===== src/rtl/comp_pkg.sv =====
// Shared types and sizing helpers for the sequential magnitude comparator.
package comp_pkg;

  typedef enum logic [1:0] {
    IDLE,
    CMP,
    DONE
  } cmp_state_t;

  typedef enum logic [1:0] {
    RES_EQ,
    RES_GT,
    RES_LT
  } cmp_res_t;

  // Width of a counter that must hold values 0..n inclusive.
  function automatic int cnt_w(input int n);
    return $clog2(n + 1);
  endfunction

  // Width of an index over n slices; never narrower than one bit.
  function automatic int idx_w(input int n);
    return (n > 1) ? $clog2(n) : 1;
  endfunction

endpackage


===== src/rtl/mag_chunk_cmp.sv =====
// Combinational compare of one operand slice, signed or unsigned.
module mag_chunk_cmp #(
  parameter int CHUNK = 8
) (
  input  logic [CHUNK-1:0] slice_a,
  input  logic [CHUNK-1:0] slice_b,
  input  logic             is_signed,
  output logic             eq,
  output logic             gt,
  output logic             lt
);

  logic w_gt_u;
  logic w_gt_s;

  assign w_gt_u = (slice_a > slice_b);
  assign w_gt_s = ($signed(slice_a) > $signed(slice_b));

  assign eq = (slice_a == slice_b);
  assign gt = is_signed ? w_gt_s : w_gt_u;
  assign lt = ~eq & ~gt;

endmodule


===== src/rtl/seq_mag_comp.sv =====
// Multi-cycle magnitude comparator: walks operand slices MSB-first and stops
// at the first slice that differs.
module seq_mag_comp
  import comp_pkg::*;
#(
  parameter int WIDTH = 32,
  parameter int CHUNK = 8
) (
  input  logic                                clk,
  input  logic                                rst_n,
  input  logic                                clr,
  input  logic                                in_valid,
  output logic                                in_ready,
  input  logic [WIDTH-1:0]                    a,
  input  logic [WIDTH-1:0]                    b,
  input  logic                                signed_mode,
  output logic                                out_valid,
  input  logic                                out_ready,
  output logic                                aeqb,
  output logic                                agtb,
  output logic                                altb,
  output logic [cnt_w(WIDTH/CHUNK)-1:0]       chunks
);

  localparam int NCHUNK = WIDTH / CHUNK;
  localparam int CW     = cnt_w(NCHUNK);
  localparam int IW     = idx_w(NCHUNK);

  cmp_state_t       r_state;
  cmp_state_t       w_state_nxt;
  cmp_res_t         r_res;
  logic [WIDTH-1:0] r_a;
  logic [WIDTH-1:0] r_b;
  logic             r_sgn;
  logic [IW-1:0]    r_idx;
  logic [CW-1:0]    r_cnt;

  logic [CHUNK-1:0] w_sa;
  logic [CHUNK-1:0] w_sb;
  logic             w_top;
  logic             w_last;
  logic             w_eq;
  logic             w_gt;
  logic             w_lt;

  // Slice mux: a constant-bounded loop avoids a variable-width multiply.
  always_comb begin
    w_sa = '0;
    w_sb = '0;
    for (int i = 0; i < NCHUNK; i++) begin
      if (r_idx == IW'(i)) begin
        w_sa = r_a[i*CHUNK +: CHUNK];
        w_sb = r_b[i*CHUNK +: CHUNK];
      end
    end
  end

  assign w_top  = (r_idx == IW'(NCHUNK - 1));
  assign w_last = (r_idx == '0);

  // Only the top slice carries the sign; lower slices are plain magnitudes.
  mag_chunk_cmp #(
    .CHUNK(CHUNK)
  ) u_cmp (
    .slice_a  (w_sa),
    .slice_b  (w_sb),
    .is_signed(r_sgn & w_top),
    .eq       (w_eq),
    .gt       (w_gt),
    .lt       (w_lt)
  );

  always_ff @(posedge clk or negedge rst_n) begin
    if (!rst_n) begin
      r_state <= IDLE;
    end else begin
      r_state <= w_state_nxt;
    end
  end

  always_comb begin
    w_state_nxt = r_state;
    if (clr) begin
      w_state_nxt = IDLE;
    end else begin
      case (r_state)
        IDLE:    if (in_valid) w_state_nxt = CMP;
        CMP:     if (!w_eq || w_last) w_state_nxt = DONE;
        DONE:    if (out_ready) w_state_nxt = IDLE;
        default: w_state_nxt = IDLE;
      endcase
    end
  end

  always_ff @(posedge clk or negedge rst_n) begin
    if (!rst_n) begin
      r_a   <= '0;
      r_b   <= '0;
      r_sgn <= 1'b0;
      r_idx <= '0;
      r_cnt <= '0;
      r_res <= RES_EQ;
    end else if (clr) begin
      r_a   <= '0;
      r_b   <= '0;
      r_sgn <= 1'b0;
      r_idx <= '0;
      r_cnt <= '0;
      r_res <= RES_EQ;
    end else begin
      case (r_state)
        IDLE: begin
          if (in_valid) begin
            r_a   <= a;
            r_b   <= b;
            r_sgn <= signed_mode;
            r_idx <= IW'(NCHUNK - 1);
            r_cnt <= '0;
          end
        end
        CMP: begin
          r_cnt <= r_cnt + CW'(1);
          if (w_gt && !w_eq) begin
            r_res <= RES_GT;
          end else if (w_lt) begin
            r_res <= RES_LT;
          end else if (w_last) begin
            r_res <= RES_EQ;
          end else begin
            r_idx <= r_idx - IW'(1);
          end
        end
        default: ;
      endcase
    end
  end

  assign in_ready  = (r_state == IDLE);
  assign out_valid = (r_state == DONE);
  assign aeqb      = out_valid && (r_res == RES_EQ);
  assign agtb      = out_valid && (r_res == RES_GT);
  assign altb      = out_valid && (r_res == RES_LT);
  assign chunks    = r_cnt;

endmodule


===== config.mk =====
export PLATFORM = sky130hd
export DESIGN_NAME = seq_mag_comp
export DESIGN_NICKNAME = d
export VERILOG_FILES = /design/src/rtl/comp_pkg.sv /design/src/rtl/mag_chunk_cmp.sv /design/src/rtl/seq_mag_comp.sv
export SDC_FILE = /design/constraint.sdc
export NUM_CORES = 1
export LEC_CHECK = 0
export CAP_MARGIN = 5
export CORE_MARGIN = 2
export CORE_UTILIZATION = 47
export DETAILED_ROUTE_END_ITERATION = 12
export PLACE_DENSITY = 0.81
export SYNTH_ARGS = -nofsm -noshare
export SYNTH_HDL_FRONTEND = slang
export SYNTH_SLANG_ARGS = --single-unit

===== constraint.sdc =====
create_clock -name clk -period 2.74 [get_ports clk]
set_input_delay 0.548 -clock clk [delete_from_list [all_inputs] [get_ports clk]]
set_output_delay 0.548 -clock clk [all_outputs]
set_load 0.05 [all_outputs]

==> run metrics <==
I/O Pins=just under 80; Post-synth top cells=nand2_1, a21oi_1, dfrtp_1; IO buf count=between 70 and 80; Setup crit end kind=flop; Final Instance Area=5080 um2; worst path arrival time=3.00 ns; yosys synthesis warning count=0; Post-synth EDFFs=0; sequential-to-total area share from yosys stat=0.481; Post-synth top flop=dfrtp_1; syn avg cell area=8.21 um2; Area growth syn-to-layout=32.0%; CP Max Fanout=17; share of the synthesized area in the top cell type=0.481; Residual DRC=0; maximum vdd drop=0.000316 V; LEAKAGE=2.17 nW; cell taking the most area after synthesis=dfrtp_1; Post-CTS Hold Fix Bufs=0; worst setup path startpoint=r_idx[0]; final RePlAce weighted congestion=~0.91; status=finished with violations; synthesis-stage register bit count=74; Worst-path clk slew=around 0.080 ns; routed length on met3=569 um; synth unique cells=36; PwrDens=619 nW/um2; DIE HEIGHT=roughly 94 um; violated checks=negative setup slack; number of CTS-inserted buffers=9; FMAX=roughly 360 MHz; most used cell, CP=a21oi_1; Via density=roughly 5.4; most common cell in the netlist=nand2_1; row cnt=33; WL/cell=roughly 15 um; syn nets=552; Slowest cell on crit path=dfrtp_2; Die W=roughly 94 um; Worst Setup Start Kind=flop; CP max stage delay=0.46 ns; unrepaired setup endpoints after global routing=true; # setup viols final=2; largest net degree at the start of global routing=67; worst-margin pin slew=0.944 ns; vias after detailed routing=3,488; Skew-Pair Late Insertion Delay=0.35 ns; skew final=0.0132 ns; Area contributors post-synth=dfrtp_1, nand2_1, a21oi_1, ha_1, nand3b_1; met2 WL=approximately 4.7 mm; cells on worst reg2reg path=13; Worst Hold Class=input port to asynchronous set/reset pin; CTS Buffer Depth=2; first-pass GRT wire length=roughly 15 mm; dpl cell area=4720 um2; reg-to-reg startpoint=r_idx[0]; vias in the first global route=3,294; Max Slew Vio Count=0; full die area=8930 um2; reg-to-reg setup timing slack=-0.04 ns; Tcrit/Tclk final=1.01; DR pass1 iterations=4; initial DRC count=216; Cell Chain, Critical Path=ha_4 -> buf_6 -> nand3b_1 -> a21oi_1 -> a21oi_1 -> o21ai_1 -> ha_1 -> nand4_4 -> a211oi_4 -> buf_4 -> a2111oi_4 -> xnor2_1 -> o2bb2ai_1; pre-CTS WS=-0.0738 ns; detailed placement HPWL=between 6 and 7 mm; GRT overflow=0; Final Hold Viols=0; Mapped Area=3850 um2; layout cells sized above 1=0.110; Top Metal Used=met4; DRT antenna net count=0; Core ar.=8090 um2; CTS tree=yes; ANT cells=0; Setup CP Type=flop to flop; minimum clock period=between 2 and 3 ns; # H-tree levels=3; Max Cap Viol=0; Gate Count Post-Synth=between 400 and 500; WL met1=4.12 mm; GRT Overall Usage=0.221; Final #Nets=623; Worst EP required=2.97 ns; initial antenna violation count=0; capturing point of the worst reg2reg path=r_res[0]; final WL=between 9 and 10 mm; Initial Util=0.476; root buffer cell=clkbuf_8; ys async rst share=1.00; setup ws final=-0.0367 ns; clk sinks=74; relative slew slack=0.371
-- power breakdown --
group          leakage [nW]  switching [W]  internal [W]
registers             0.995      0.0000766       0.00118
logic                  1.07       0.000538      0.000432
clock network         0.101       0.000397      0.000516
total                  2.17        0.00101       0.00213
-- placed cells by master, fill, tap and decap left out, types with 3 or more instances in the layout --
cell type | synthesis | layout
o21ai_1 | 0 | 4
nand2b_1 | 3 | 3
nand2_2 | 0 | 4
o21ai_0 | 8 | 4
clkdlybuf4s50_1 | 0 | 73
clkbuf_1 | 19 | 3
nor2_1 | 23 | 21
buf_6 | 0 | 3
a21oi_1 | 107 | 104
dfrtp_1 | 74 | 73
a21oi_2 | 1 | 4
nand2_1 | 158 | 154
clkbuf_8 | 0 | 9
buf_4 | 5 | 11
nand3b_1 | 17 | 17
ha_1 | 13 | 10
-- cell type report --
class / instances / area [um2]
Sequential cell: 74 / 1850
Clock inverter: 4 / 76.3
Fill cell: 711 / 3010
Multi-Input combinational cell: 357 / 1930
Tap cell: 105 / 131
Timing Repair Buffer: 94 / 937
Clock buffer: 12 / 135
Inverter: 4 / 17.5
-- logic make-up (layout without fill, tap and decap cells) --
family,after synthesis,in the layout,share of synthesized area
xor+xnor,1,1,0.00228
compound gates,127,127,0.180
buf+inv,38,114,0.0449
fa+ha+maj,13,13,0.0423
flops,74,74,0.481
simple gates,214,214,0.244
mux,2,2,0.00553
-- registers in the layout, summed over array words and instances, names as in the netlist --
| name | count |
|---|---|
| r_res | 2 |
| r_b | 32 |
| r_idx | 2 |
| r_a | 32 |
| r_sgn | 1 |
| r_state | 2 |
| chunks | 3 |
-- worst max-delay path by stage --
stage	end	slack, ns	cells past startpoint
final	r_res[0]	-0.04	13
after global routing	r_res[1]	-0.13	14
after CTS	r_res[1]	0.009	13
after detailed placement	r_res[1]	-0.07	13
after global placement	r_res[1]	0.01	13
after floorplan	r_res[1]	0.05	15
-- per-layer routing --
layer,track usage,vias to the layer above
met5,0,-
li1,-,1709
met2,0.350,107
met3,0.0495,21
met4,0.0809,0
met1,0.299,1651
-- repair_timing --
item                                    in CTS  in global routing
gates resized for setup                      6                 29
gates cloned                                 0                  0
setup buffers                                0                  2
endpoints found under the setup margin       4                  8
pin swaps                                    2                 21
-- critical path, delay by kind of cell (launching register included) --
kind                       cells  cell delay, ns
AOI/OAI and AO/OA              6            0.94
adders and majority gates      2            0.48
DFF                            1            0.46
and+or+nand+nor                2            0.31
buffers and inverters          2            0.28
xor gates and xnor gates       1            0.17
-- stage by stage --
step | power (W) | utilization | std cells | hold WS (ns) | setup TNS, ns
after floorplan | 0.00181 | - | 469 | 0.252 | 0
after global placement | 0.00208 | 0.584 | 632 | 0.513 | 0
after detailed placement | 0.00210 | 0.584 | 632 | 0.519 | -0.187
after CTS | 0.00301 | 0.611 | 648 | 0.356 | 0
after global routing | 0.00330 | 0.628 | 650 | 0.409 | -0.657
final | 0.00314 | 0.628 | 650 | 0.333 | -0.0403
Note: power is estimated with default switching activity, not from simulation.
